File: config.mk
export PLATFORM = sky130hd
export DESIGN_NAME = vga_write_arbiter
export DESIGN_NICKNAME = d
export VERILOG_FILES = /design/src/rtl/vga_write_arbiter.sv
export SDC_FILE = /design/constraint.sdc
export NUM_CORES = 1
export LEC_CHECK = 0
export CELL_PAD_IN_SITES_DETAIL_PLACEMENT = 0
export CELL_PAD_IN_SITES_GLOBAL_PLACEMENT = 1
export CORE_MARGIN = 10
export CORE_UTILIZATION = 36
export CTS_CLUSTER_DIAMETER = 50
export DETAILED_ROUTE_END_ITERATION = 7
export GPL_ROUTABILITY_DRIVEN = 0
export PLACE_DENSITY_LB_ADDON = 0.12
export SLEW_MARGIN = 20
export SYNTH_ARGS = -nofsm -noshare
export SYNTH_HDL_FRONTEND = slang
export SYNTH_SLANG_ARGS = --single-unit
File: constraint.sdc
create_clock -name clk -period 2 [get_ports clk]
set_input_delay 0.5 -clock clk [delete_from_list [all_inputs] [get_ports clk]]
set_output_delay 0.5 -clock clk [all_outputs]
set_load 0.05 [all_outputs]
File: src/rtl/vga_write_arbiter.sv
// Pixel-write arbiter for the 160x120 VGA adapter: realigns the picture
// stream with its colour and shares the port with a stallable game source. Option: VGA_CLIP_EN.
module vga_write_arbiter #(
  parameter int PIC_LAT = 2,
  parameter int SCR_W   = 160,
  parameter int SCR_H   = 120
) (
  input  logic       clk,
  input  logic       resetn,
  input  logic       pic_drawing,
  input  logic [9:0] pic_x,
  input  logic [9:0] pic_y,
  input  logic [2:0] pic_colour,
  input  logic       game_req,
  input  logic       game_plot,
  input  logic [7:0] game_x,
  input  logic [6:0] game_y,
  input  logic [2:0] game_colour,
  output logic       game_grant,
  output logic [7:0] vga_x,
  output logic [6:0] vga_y,
  output logic [2:0] vga_colour,
  output logic       vga_plot,
  output logic       busy
);

  typedef enum logic [1:0] {
    IDLE,
    PIC,
    DRAIN,
    GAME
  } state_e;

  typedef struct packed {
    logic       drw;
    logic       oob;
    logic [7:0] x;
    logic [6:0] y;
  } pix_t;

  state_e     state_q, state_d;
  logic [2:0] cnt_q, cnt_d;

  pix_t       dly_q [PIC_LAT];
  pix_t       pic_in;
  pix_t       pic_out;
  logic       pic_oob;
  logic       game_oob;

  logic [7:0] x_q, x_d;
  logic [6:0] y_q, y_d;
  logic [2:0] col_q, col_d;
  logic       plot_q, plot_d;

  logic       pic_act;
  logic       game_wr;

`ifdef VGA_CLIP_EN
  assign pic_oob  = (pic_x >= 10'(SCR_W))
                 || (pic_y >= 10'(SCR_H));
  assign game_oob = ({2'b0, game_x} >= 10'(SCR_W))
                 || ({3'b0, game_y} >= 10'(SCR_H));
`else
  logic unused_clip;
  assign pic_oob     = 1'b0;
  assign game_oob    = 1'b0;
  assign unused_clip = ^{pic_x[9:8], pic_y[9:7],
                         SCR_W[0], SCR_H[0]};
`endif

  assign pic_in = '{drw: pic_drawing,
                    oob: pic_oob,
                    x:   pic_x[7:0],
                    y:   pic_y[6:0]};

  // Free-running delay line: never stalls, so DRAIN->PIC loses nothing
  always_ff @(posedge clk or negedge resetn) begin
    if (!resetn) begin
      for (int i = 0; i < PIC_LAT; i++)
        dly_q[i] <= '0;
    end else begin
      dly_q[0] <= pic_in;
      for (int i = 1; i < PIC_LAT; i++)
        dly_q[i] <= dly_q[i-1];
    end
  end

  assign pic_out = dly_q[PIC_LAT-1];

  always_ff @(posedge clk or negedge resetn) begin
    if (!resetn) begin
      state_q <= IDLE;
      cnt_q   <= '0;
    end else begin
      state_q <= state_d;
      cnt_q   <= cnt_d;
    end
  end

  always_comb begin
    state_d = state_q;
    cnt_d   = cnt_q;
    unique case (state_q)
      IDLE: begin
        if (pic_drawing)
          state_d = PIC;
        else if (game_req)
          state_d = GAME;
      end
      PIC: begin
        if (!pic_drawing) begin
          state_d = DRAIN;
          cnt_d   = 3'(PIC_LAT);
        end
      end
      DRAIN: begin
        if (pic_drawing)
          state_d = PIC;
        else if (cnt_q == 3'd1)
          state_d = IDLE;
        else
          cnt_d = cnt_q - 3'd1;
      end
      GAME: begin
        if (pic_drawing)
          state_d = PIC;
        else if (!game_req)
          state_d = IDLE;
      end
      default: state_d = IDLE;
    endcase
  end

  // A game pixel in the preempting cycle is dropped; the source re-presents it
  assign pic_act = (state_q == PIC) || (state_q == DRAIN);
  assign game_wr = (state_q == GAME) && game_plot
                && !pic_drawing;

  always_comb begin
    x_d    = x_q;
    y_d    = y_q;
    col_d  = col_q;
    plot_d = 1'b0;
    if (pic_act) begin
      x_d    = pic_out.x;
      y_d    = pic_out.y;
      col_d  = pic_colour;
      plot_d = pic_out.drw && !pic_out.oob;
    end else if (game_wr) begin
      x_d    = game_x;
      y_d    = game_y;
      col_d  = game_colour;
      plot_d = !game_oob;
    end
  end

  always_ff @(posedge clk or negedge resetn) begin
    if (!resetn) begin
      x_q    <= '0;
      y_q    <= '0;
      col_q  <= '0;
      plot_q <= 1'b0;
    end else begin
      x_q    <= x_d;
      y_q    <= y_d;
      col_q  <= col_d;
      plot_q <= plot_d;
    end
  end

  assign vga_x      = x_q;
  assign vga_y      = y_q;
  assign vga_colour = col_q;
  assign vga_plot   = plot_q;
  assign game_grant = (state_q == GAME);
  assign busy       = (state_q != IDLE);

endmodule
==> results.tsv, run 1 <==
metric	value	unit
status	complete, no violations	
diode count	0	
crit-path max FO	7	
clock root buffer	clkbuf_8	
largest net degree at the start of global routing	38	
share of the synthesized area in the top cell type	65.4	%
# DRC	0	
Synth Instances	155	
Layout Skew	4.03	ps
max_slew headroom	68.8	%
DR vias/cell	4.57	
Post-synth EDFFs	0	
Clock Path Buffers	2	
type of origin of the critical path	register	
Worst Path Arrival	1330	ps
Worst setup EP type	output pin	
# setup viols final	0	
critical path data required time	1500	ps
ys async rst share	100	%
CORE AREA	5850	um^2
Cell Area, Synth	2140	um^2
antenna viol nets, final	0	
reg2reg path depth	5	
PD cells	1740	nW/um^2
Core Rows	28	
Top Ports	67	
Worst-path clk slew	90	ps
Setup TNS	0	ps
CP Cell Sequence	ha_1, buf_12	
ys flop type	dfrtp_1	
Initial DRC Count	26	
slowest stage delay, CP	470	ps
Hold Violations, Final	0	
Skew-Pair Late Insertion Delay	290	ps
kind of critical path	register to output pin	
wirelength, routed	4.59	mm
#FFs+latches synth	56	
DP HPWL	3.54	mm
H-tree Lvls	2	
Yosys warnings	0	
initial antenna violation count	0	
die width	97.1	um
Max Clock Freq	0.547	GHz
Lkg Pwr	1.33	nW
wire per inst	15.4	um
global-route wire length before repair	7.89	mm
synth unique cells	23	
CTS tree	built	
Max Cap Viol	0	
post-synth net total	207	
hold buffers post-CTS	0	
drt first pass iters	4	
Die Span Y	97.1	um
total vias in the final route	1365	
post-layout util	49.7	%
layout cells sized above 1	22.3	%
NumNets Final	275	
commonest cells in the synthesized netlist	56 x dfrtp_1, 20 x nand2_1, 18 x mux2i_1, 11 x o21ai_0, 11 x o21ai_2	
Initial Util	36.6	%
VDD IR max	1.27	mV
Slowest cell on crit path	dfrtp_1	
TritonCTS Buffers	5	
vias in the first global route	1574	
worst-margin pin slew	467	ps
Hold Path Class	input port to async pin	
most frequent cell after synthesis	dfrtp_1	
Final Critical Period	1830	ps
setup bufs post-CTS	0	
# clock sinks	56	
die area	9440	um^2
GR Util All Layers	10.1	%
setup repair after global routing missed its margin	false	
GR Overflow Total	0	
Area Overhead vs Synth	35.9	%
input/output buffers	61	
Synth area leader	dfrtp_1	
Slew Limit Fails	0	
Tcrit/Tclk final	91.4	%
register area share after synthesis	65.4	%
post-CTS sizing	0	
synth top area cells	dfrtp_1 65%, mux2i_1 8.4%, o21ai_2 4.5%, ha_1 3.5%, nand2_1 3.5%	
Synth Area per Inst	13.8	um^2
power by group:
part | switching [mW] | leakage, nW | internal (mW)
clock network | 0.324 | 0.0455 | 0.283
logic | 1.79 | 0.623 | 1.09
registers | 0.157 | 0.665 | 1.42
area by class of cell:
| class | count | area, um^2 |
|---|---|---|
| clock buffers | 8 | 90.1 |
| fillers | 513 | 2940 |
| inverters | 8 | 30.0 |
| multi-input cells | 86 | 654 |
| flip-flops and latches | 56 | 1400 |
| well taps | 75 | 93.8 |
| repair buffers | 66 | 641 |
flip-flops by register name (all words and copies together), names as in the netlist:
signal      count
cnt_q           3
vga_x           8
vga_y           7
vga_plot        1
vga_colour      3
dly_q          32
state_q         2
cell usage in the layout (no fill, tap or decap), types with 2 or more instances in the layout:
cell | synthesis | routed
clkdlybuf4s50_1 | 0 | 39
dfrtp_1 | 56 | 56
clkbuf_1 | 0 | 2
clkbuf_8 | 0 | 6
ha_1 | 6 | 6
nor2_1 | 4 | 4
mux2i_1 | 18 | 18
nand3_1 | 3 | 3
o21ai_0 | 11 | 11
a22o_1 | 2 | 2
o21ai_2 | 11 | 11
buf_12 | 0 | 4
inv_1 | 7 | 7
buf_4 | 0 | 22
nand2_1 | 20 | 20
per-layer routing:
layer  GRT usage [%]  vias up  wire (um)
li1                -      663          -
met1            12.2      653       2050
met2            16.9       45       2300
met3            2.99        4        227
met4            3.06        0         17
met5               0        -          0
cells by family after synthesis:
| family | count (synthesis) | share of synthesized area (%) |
|---|---|---|
| simple gates | 30 | 6.07 |
| mux | 19 | 8.94 |
| compound gates | 31 | 12.0 |
| buf+inv | 13 | 4.03 |
| fa+ha+maj | 6 | 3.50 |
| flops | 56 | 65.4 |
worst paths after layout:
| path | end | from | slack (ps) |
|---|---|---|---|
| min | dly_q[8] | resetn | 140 |
| min reg2reg | dly_q[0] | dly_q[17] | 350 |
| max | game_grant | state_q[1] | 170 |
| max in group asynchronous | dly_q[1] | resetn | 1310 |
| max reg2reg | vga_colour[1] | state_q[1] | 300 |
| min in group clk | dly_q[0] | dly_q[17] | 350 |
metrics by stage:
step           cell area [um^2]  power (mW)  setup slack (ps)  hold WS (ps)  instances
2_1_floorplan              2140        3.74               310           204        155
3_3_place_gp               2820        4.41               247           332        291
3_5_place_dp               2820        4.53               169           335        291
4_1_cts                    2910        5.15               148           149        299
5_1_grt                    2910        5.43              87.3           164        299
6_report                   2910        5.06               172           143        299
critical path: cells and delay by family (launching register included):
kind	cells	cell delay (ps)
buffers and inverters	1	180
adders and majority gates	1	380
DFF	1	470
No activity file was read; power rests on OpenSTA's default activity.
==> inputs of run 2 (changes only) <==
--- a/config.mk
+++ b/config.mk
@@ -12,6 +12,7 @@
 export CTS_CLUSTER_DIAMETER = 50
 export DETAILED_ROUTE_END_ITERATION = 7
 export GPL_ROUTABILITY_DRIVEN = 0
+export GPL_TIMING_DRIVEN = 0
 export PLACE_DENSITY_LB_ADDON = 0.12
 export SLEW_MARGIN = 20
 export SYNTH_ARGS = -nofsm -noshare
==> results.tsv, run 2 (synthesis results as in run 1) <==
metric	value	unit	change
H-tree Lvls	2		unchanged
end of the worst register-to-register path	vga_colour[1]		
layout cells sized above 1	15.2	%	-7.1 points
Area Overhead vs Synth	38.0	%	
Worst-path clk slew	90	ps	about the same
Hold Violations, Final	0		unchanged
CORE AREA	5850	um^2	unchanged
reg2reg path depth	6		+1
Core Rows	28		unchanged
initial antenna violation count	0		unchanged
largest net degree at the start of global routing	57		+50%
CP Cell Sequence	clkdlybuf4s50_1		
Initial Util	36.6	%	unchanged
status	complete, no violations		
worst-margin pin slew	685	ps	+217 ps
Top Ports	67		unchanged
TritonCTS Buffers	5		unchanged
crit-path max FO	2		-5
GR Util All Layers	9.83	%	-0.27 points
critical path depth	1		-1
setup repair after global routing missed its margin	false		
Largest Register	dly_q		
# clock sinks	56		unchanged
Max Clock Freq	0.510	GHz	-6.9%
VDD IR max	1.18	mV	-7.3%
GR Overflow Total	0		unchanged
max FFs per register	32		unchanged
Slew Limit Fails	0		unchanged
crit path from	vga_x[7]		
total vias in the final route	1356		-0.66%
setup ws final	38.0	ps	-134 ps
Clock Path Buffers	2		unchanged
kind of critical path	register to output pin		
max_slew headroom	54.4	%	-14 points
Setup crit end	vga_x[7]		
setup bufs post-CTS	0		unchanged
Initial DRC Count	16		-38%
Setup TNS	0	ps	unchanged
Min Hold Slack	225	ps	+81.5 ps
input/output buffers	61		unchanged
post-placement setup slack	-129	ps	-298 ps
DP HPWL	3.45	mm	-2.6%
die width	97.1	um	unchanged
drt first pass iters	4		unchanged
largest delay contributor family on the critical path	buffers and inverters		
global-route wire length before repair	7.50	mm	-4.9%
CTS tree	built		
Final Critical Period	1960	ps	+134 ps
vias in the first global route	1499		-4.8%
# DRC	0		unchanged
# setup viols final	0		unchanged
wire per inst	15.1	um	-1.4%
Reg-to-Reg Start	state_q[0]		
R2R Setup Slk	270	ps	-30 ps
Die Span Y	97.1	um	unchanged
Layout Skew	2.71	ps	-1.31 ps
die area	9440	um^2	unchanged
antenna viol nets, final	0		unchanged
slowest stage delay, CP	810	ps	+340 ps
type of origin of the critical path	register		
Tcrit/Tclk final	98.1	%	+6.7 points
Lkg Pwr	1.46	nW	+9.2%
Max Cap Viol	0		unchanged
clock root buffer	clkbuf_8		
PD cells	1720	nW/um^2	-1.1%
DR vias/cell	4.54		-0.66%
Worst setup EP type	output pin		
critical path data required time	1500	ps	about the same
NumNets Final	275		unchanged
commonest cells after routing, fill and taps aside	55 x dfrtp_1, 42 x clkdlybuf4s50_1, 20 x nand2_1		
diode count	0		unchanged
Worst Path Arrival	1460	ps	+130 ps
Critical path buffers and inverters	1		unchanged
wirelength, routed	4.53	mm	-1.4%
Hold Path Class	input port to async pin		
most common cell after layout, fill and taps aside	dfrtp_1		
Slowest cell on crit path	clkdlybuf4s50_1		
Skew-Pair Late Insertion Delay	300	ps	about the same
## run 2: cell count changes in the layout (fill, tap and decap cells not counted), moves of 2 or more
cell / delta
buf_4: -21
dlymetal6s2s_1: +13
buf_6: +5
buf_12: -4
clkdlybuf4s50_1: +3
dlygate4sd2_1: +3
clkbuf_1: -2
clkinv_2: +2
## run 2: worst min path at each step
| stage | end | slack, ps | cells after the start |
|---|---|---|---|
| 2_1_floorplan | cnt_q[0] | 200 | 0 |
| 6_report | vga_x[1] | 220 | 1 |
| 5_1_grt | vga_x[1] | 280 | 1 |
| 4_1_cts | vga_x[1] | 250 | 1 |
| 3_5_place_dp | dly_q[14] | 330 | 0 |
| 3_3_place_gp | dly_q[5] | 330 | 0 |
## run 2: power breakdown
| part | internal (mW) | leakage (nW) | switching [mW] |
|---|---|---|---|
| Combinational | 1.12 | 0.741 | 1.79 |
| Clock | 0.277 | 0.0510 | 0.331 |
| Sequential | 1.42 | 0.664 | 0.149 |
## run 2: cell type report
cell class,instances,area [um^2]
multi-input combinational,86,654
sequential,56,1400
clock inverter,2,10.0
clock buffer,6,82.6
buffer,5,56.3
fill,537,2890
tap,75,93.8
timing repair buffer,61,627
inverter,8,30.0
## run 2: per-layer routing
layer	global-route usage [%]	vias to the layer above	wire, um
met5	0	-	0
met4	3.41	0	39
met3	3.77	5	313
met2	16.5	40	2330
met1	11.2	651	1850
li1	-	660	-
## run 2: stage by stage
step	cells	instance area (um^2)	power, mW	utilization, %
after global routing	299	2960	5.45	50.5
after CTS	299	2920	5.21	50.0
after floorplan	155	2140	3.74	-
final	299	2960	5.08	50.5
after global placement	291	2850	4.52	48.7
after detailed placement	291	2840	4.62	48.6
## run 2: timing repair
| item | in CTS | in global routing |
|---|---|---|
| hold endpoints to repair | 0 | 0 |
| cloned | 0 | 0 |
| resized for setup | 13 | 14 |
| setup endpoints to repair | 5 | 14 |
| hold buffers | 0 | 0 |
| pin swaps | 0 | 0 |
==> inputs of run 3 (changes only) <==
--- a/config.mk
+++ b/config.mk
@@ -13,6 +13,7 @@
 export DETAILED_ROUTE_END_ITERATION = 7
 export GPL_ROUTABILITY_DRIVEN = 0
 export GPL_TIMING_DRIVEN = 0
+export MAX_ROUTING_LAYER = met4
 export PLACE_DENSITY_LB_ADDON = 0.12
 export SLEW_MARGIN = 20
 export SYNTH_ARGS = -nofsm -noshare
==> results.tsv, run 3 (synthesis results as in run 1) <==
metric	value	unit	change
status	complete, no violations		
CORE AREA	5850	um^2	unchanged
layout cells sized above 1	15.2	%	unchanged
Slowest cell on crit path	clkdlybuf4s50_1		
GR Overflow Total	0		unchanged
Worst-path clk slew	90	ps	about the same
max FFs per register	32		unchanged
die area	9440	um^2	unchanged
DP HPWL	3.45	mm	unchanged
PD cells	1720	nW/um^2	about the same
clock root buffer	clkbuf_8		
Area Overhead vs Synth	38.1	%	about the same
Setup crit end	vga_x[7]		
Tcrit/Tclk final	97.9	%	-0.16 points
H-tree Lvls	2		unchanged
die width	97.1	um	unchanged
Pint	2.81	mW	about the same
largest net degree at the start of global routing	57		unchanged
global-route wire length before repair	7.52	mm	+0.28%
total vias in the final route	1353		-0.22%
GR Util All Layers	10.1	%	+0.32 points
Initial Util	36.6	%	unchanged
net switching power	2.27	mW	about the same
most common cell after layout, fill and taps aside	dfrtp_1		
post-placement setup slack	-129	ps	unchanged
DR vias/cell	4.53		-0.22%
# clock sinks	56		unchanged
# DRC	0		unchanged
Layout Skew	2.99	ps	+0.276 ps
combinational share of power	57.1	%	about the same
max_slew headroom	54.6	%	+0.20 points
crit-path max FO	2		unchanged
setup ws final	41.2	ps	+3.23 ps
antenna viol nets, final	0		unchanged
Max Clock Freq	0.511	GHz	+0.17%
end of the worst register-to-register path	vga_colour[1]		
critical path depth	1		unchanged
slowest stage delay, CP	810	ps	about the same
Core Rows	28		unchanged
worst-margin pin slew	682	ps	-2.97 ps
CTS tree	built		
CP Cell Sequence	clkdlybuf4s50_1		
NumNets Final	275		unchanged
TritonCTS Buffers	5		unchanged
wirelength, routed	4.54	mm	+0.15%
VDD IR max	1.18	mV	+0.11%
wire per inst	15.2	um	+0.15%
Largest Register	dly_q		
Setup TNS	0	ps	unchanged
Min Hold Slack	225	ps	-0.0570 ps
Die Span Y	97.1	um	unchanged
vias in the first global route	1500		+0.067%
Skew-Pair Late Insertion Delay	300	ps	about the same
setup repair after global routing missed its margin	false		
Worst Path Arrival	1460	ps	about the same
Slew Limit Fails	0		unchanged
# setup viols final	0		unchanged
total chip power	5.08	mW	about the same
clock network power share	12.0	%	about the same
Critical path buffers and inverters	1		unchanged
Top Ports	67		unchanged
Worst setup EP type	output pin		
kind of critical path	register to output pin		
hold buffers post-CTS	0		unchanged
Lkg Pwr	1.47	nW	+0.77%
Seq pwr share	30.9	%	about the same
initial antenna violation count	0		unchanged
commonest cells after routing, fill and taps aside	55 x dfrtp_1, 41 x clkdlybuf4s50_1, 20 x nand2_1		
Switching Share	44.6	%	about the same
diode count	0		unchanged
Initial DRC Count	22		+6
largest delay contributor family on the critical path	buffers and inverters		
Clock Path Buffers	2		unchanged
type of origin of the critical path	register		
input/output buffers	61		unchanged
drt first pass iters	4		unchanged
crit path from	vga_x[7]		
Hold Path Class	input port to async pin		
Hold Violations, Final	0		unchanged
Max Cap Viol	0		unchanged
reg2reg path depth	6		unchanged
critical path data required time	1500	ps	about the same
Reg-to-Reg Start	state_q[0]		
R2R Setup Slk	270	ps	about the same
Final Critical Period	1960	ps	-3.23 ps
==> run 3: repair_timing <==
item | in CTS | in global routing
resized for setup | 13 | 15
endpoints found under the setup margin | 5 | 15
setup buffers | 0 | 0
==> run 3: metrics by stage <==
stage	area, um^2	util (%)	cells
after detailed placement	2840	48.6	291
after floorplan	2140	-	155
final	2960	50.6	299
after global placement	2850	48.7	291
after global routing	2960	50.6	299
after CTS	2920	50.0	299
==> run 3: worst min path at each step <==
stage | slack, ps | cells after the start | endpoint
2_1_floorplan | 200 | 0 | cnt_q[0]
3_3_place_gp | 330 | 0 | dly_q[5]
3_5_place_dp | 330 | 0 | dly_q[14]
4_1_cts | 250 | 1 | vga_x[1]
5_1_grt | 280 | 1 | vga_x[1]
6_report | 220 | 1 | vga_x[1]
==> run 3: area by class of cell <==
cell class	instances	area, um^2
sequential	56	1400
clock buffer	6	82.6
buffer	5	56.3
multi-input combinational	86	654
clock inverter	2	10.0
inverter	8	30.0
fill	537	2890
tap	75	93.8
timing repair buffer	61	629
==> run 3: power by group through the flow <==
| stage | sequential, mW | combinational, mW | clock (mW) |
|---|---|---|---|
| floorplan | 2.24 | 1.49 | 0 |
| global placement | 1.58 | 2.94 | 0 |
| detailed placement | 1.60 | 3.02 | 0 |
| CTS | 1.57 | 2.99 | 0.645 |
| global route | 1.60 | 3.16 | 0.694 |
| finish | 1.57 | 2.90 | 0.609 |
==> run 3: routing by layer <==
layer  up-vias  GRT usage (%)  routed length (um)
met3         2           3.20                 260
li1        660              -                   -
met5         -              -                   0
met1       649           11.6                1900
met2        42           16.5                2370
met4         0           3.41                   2
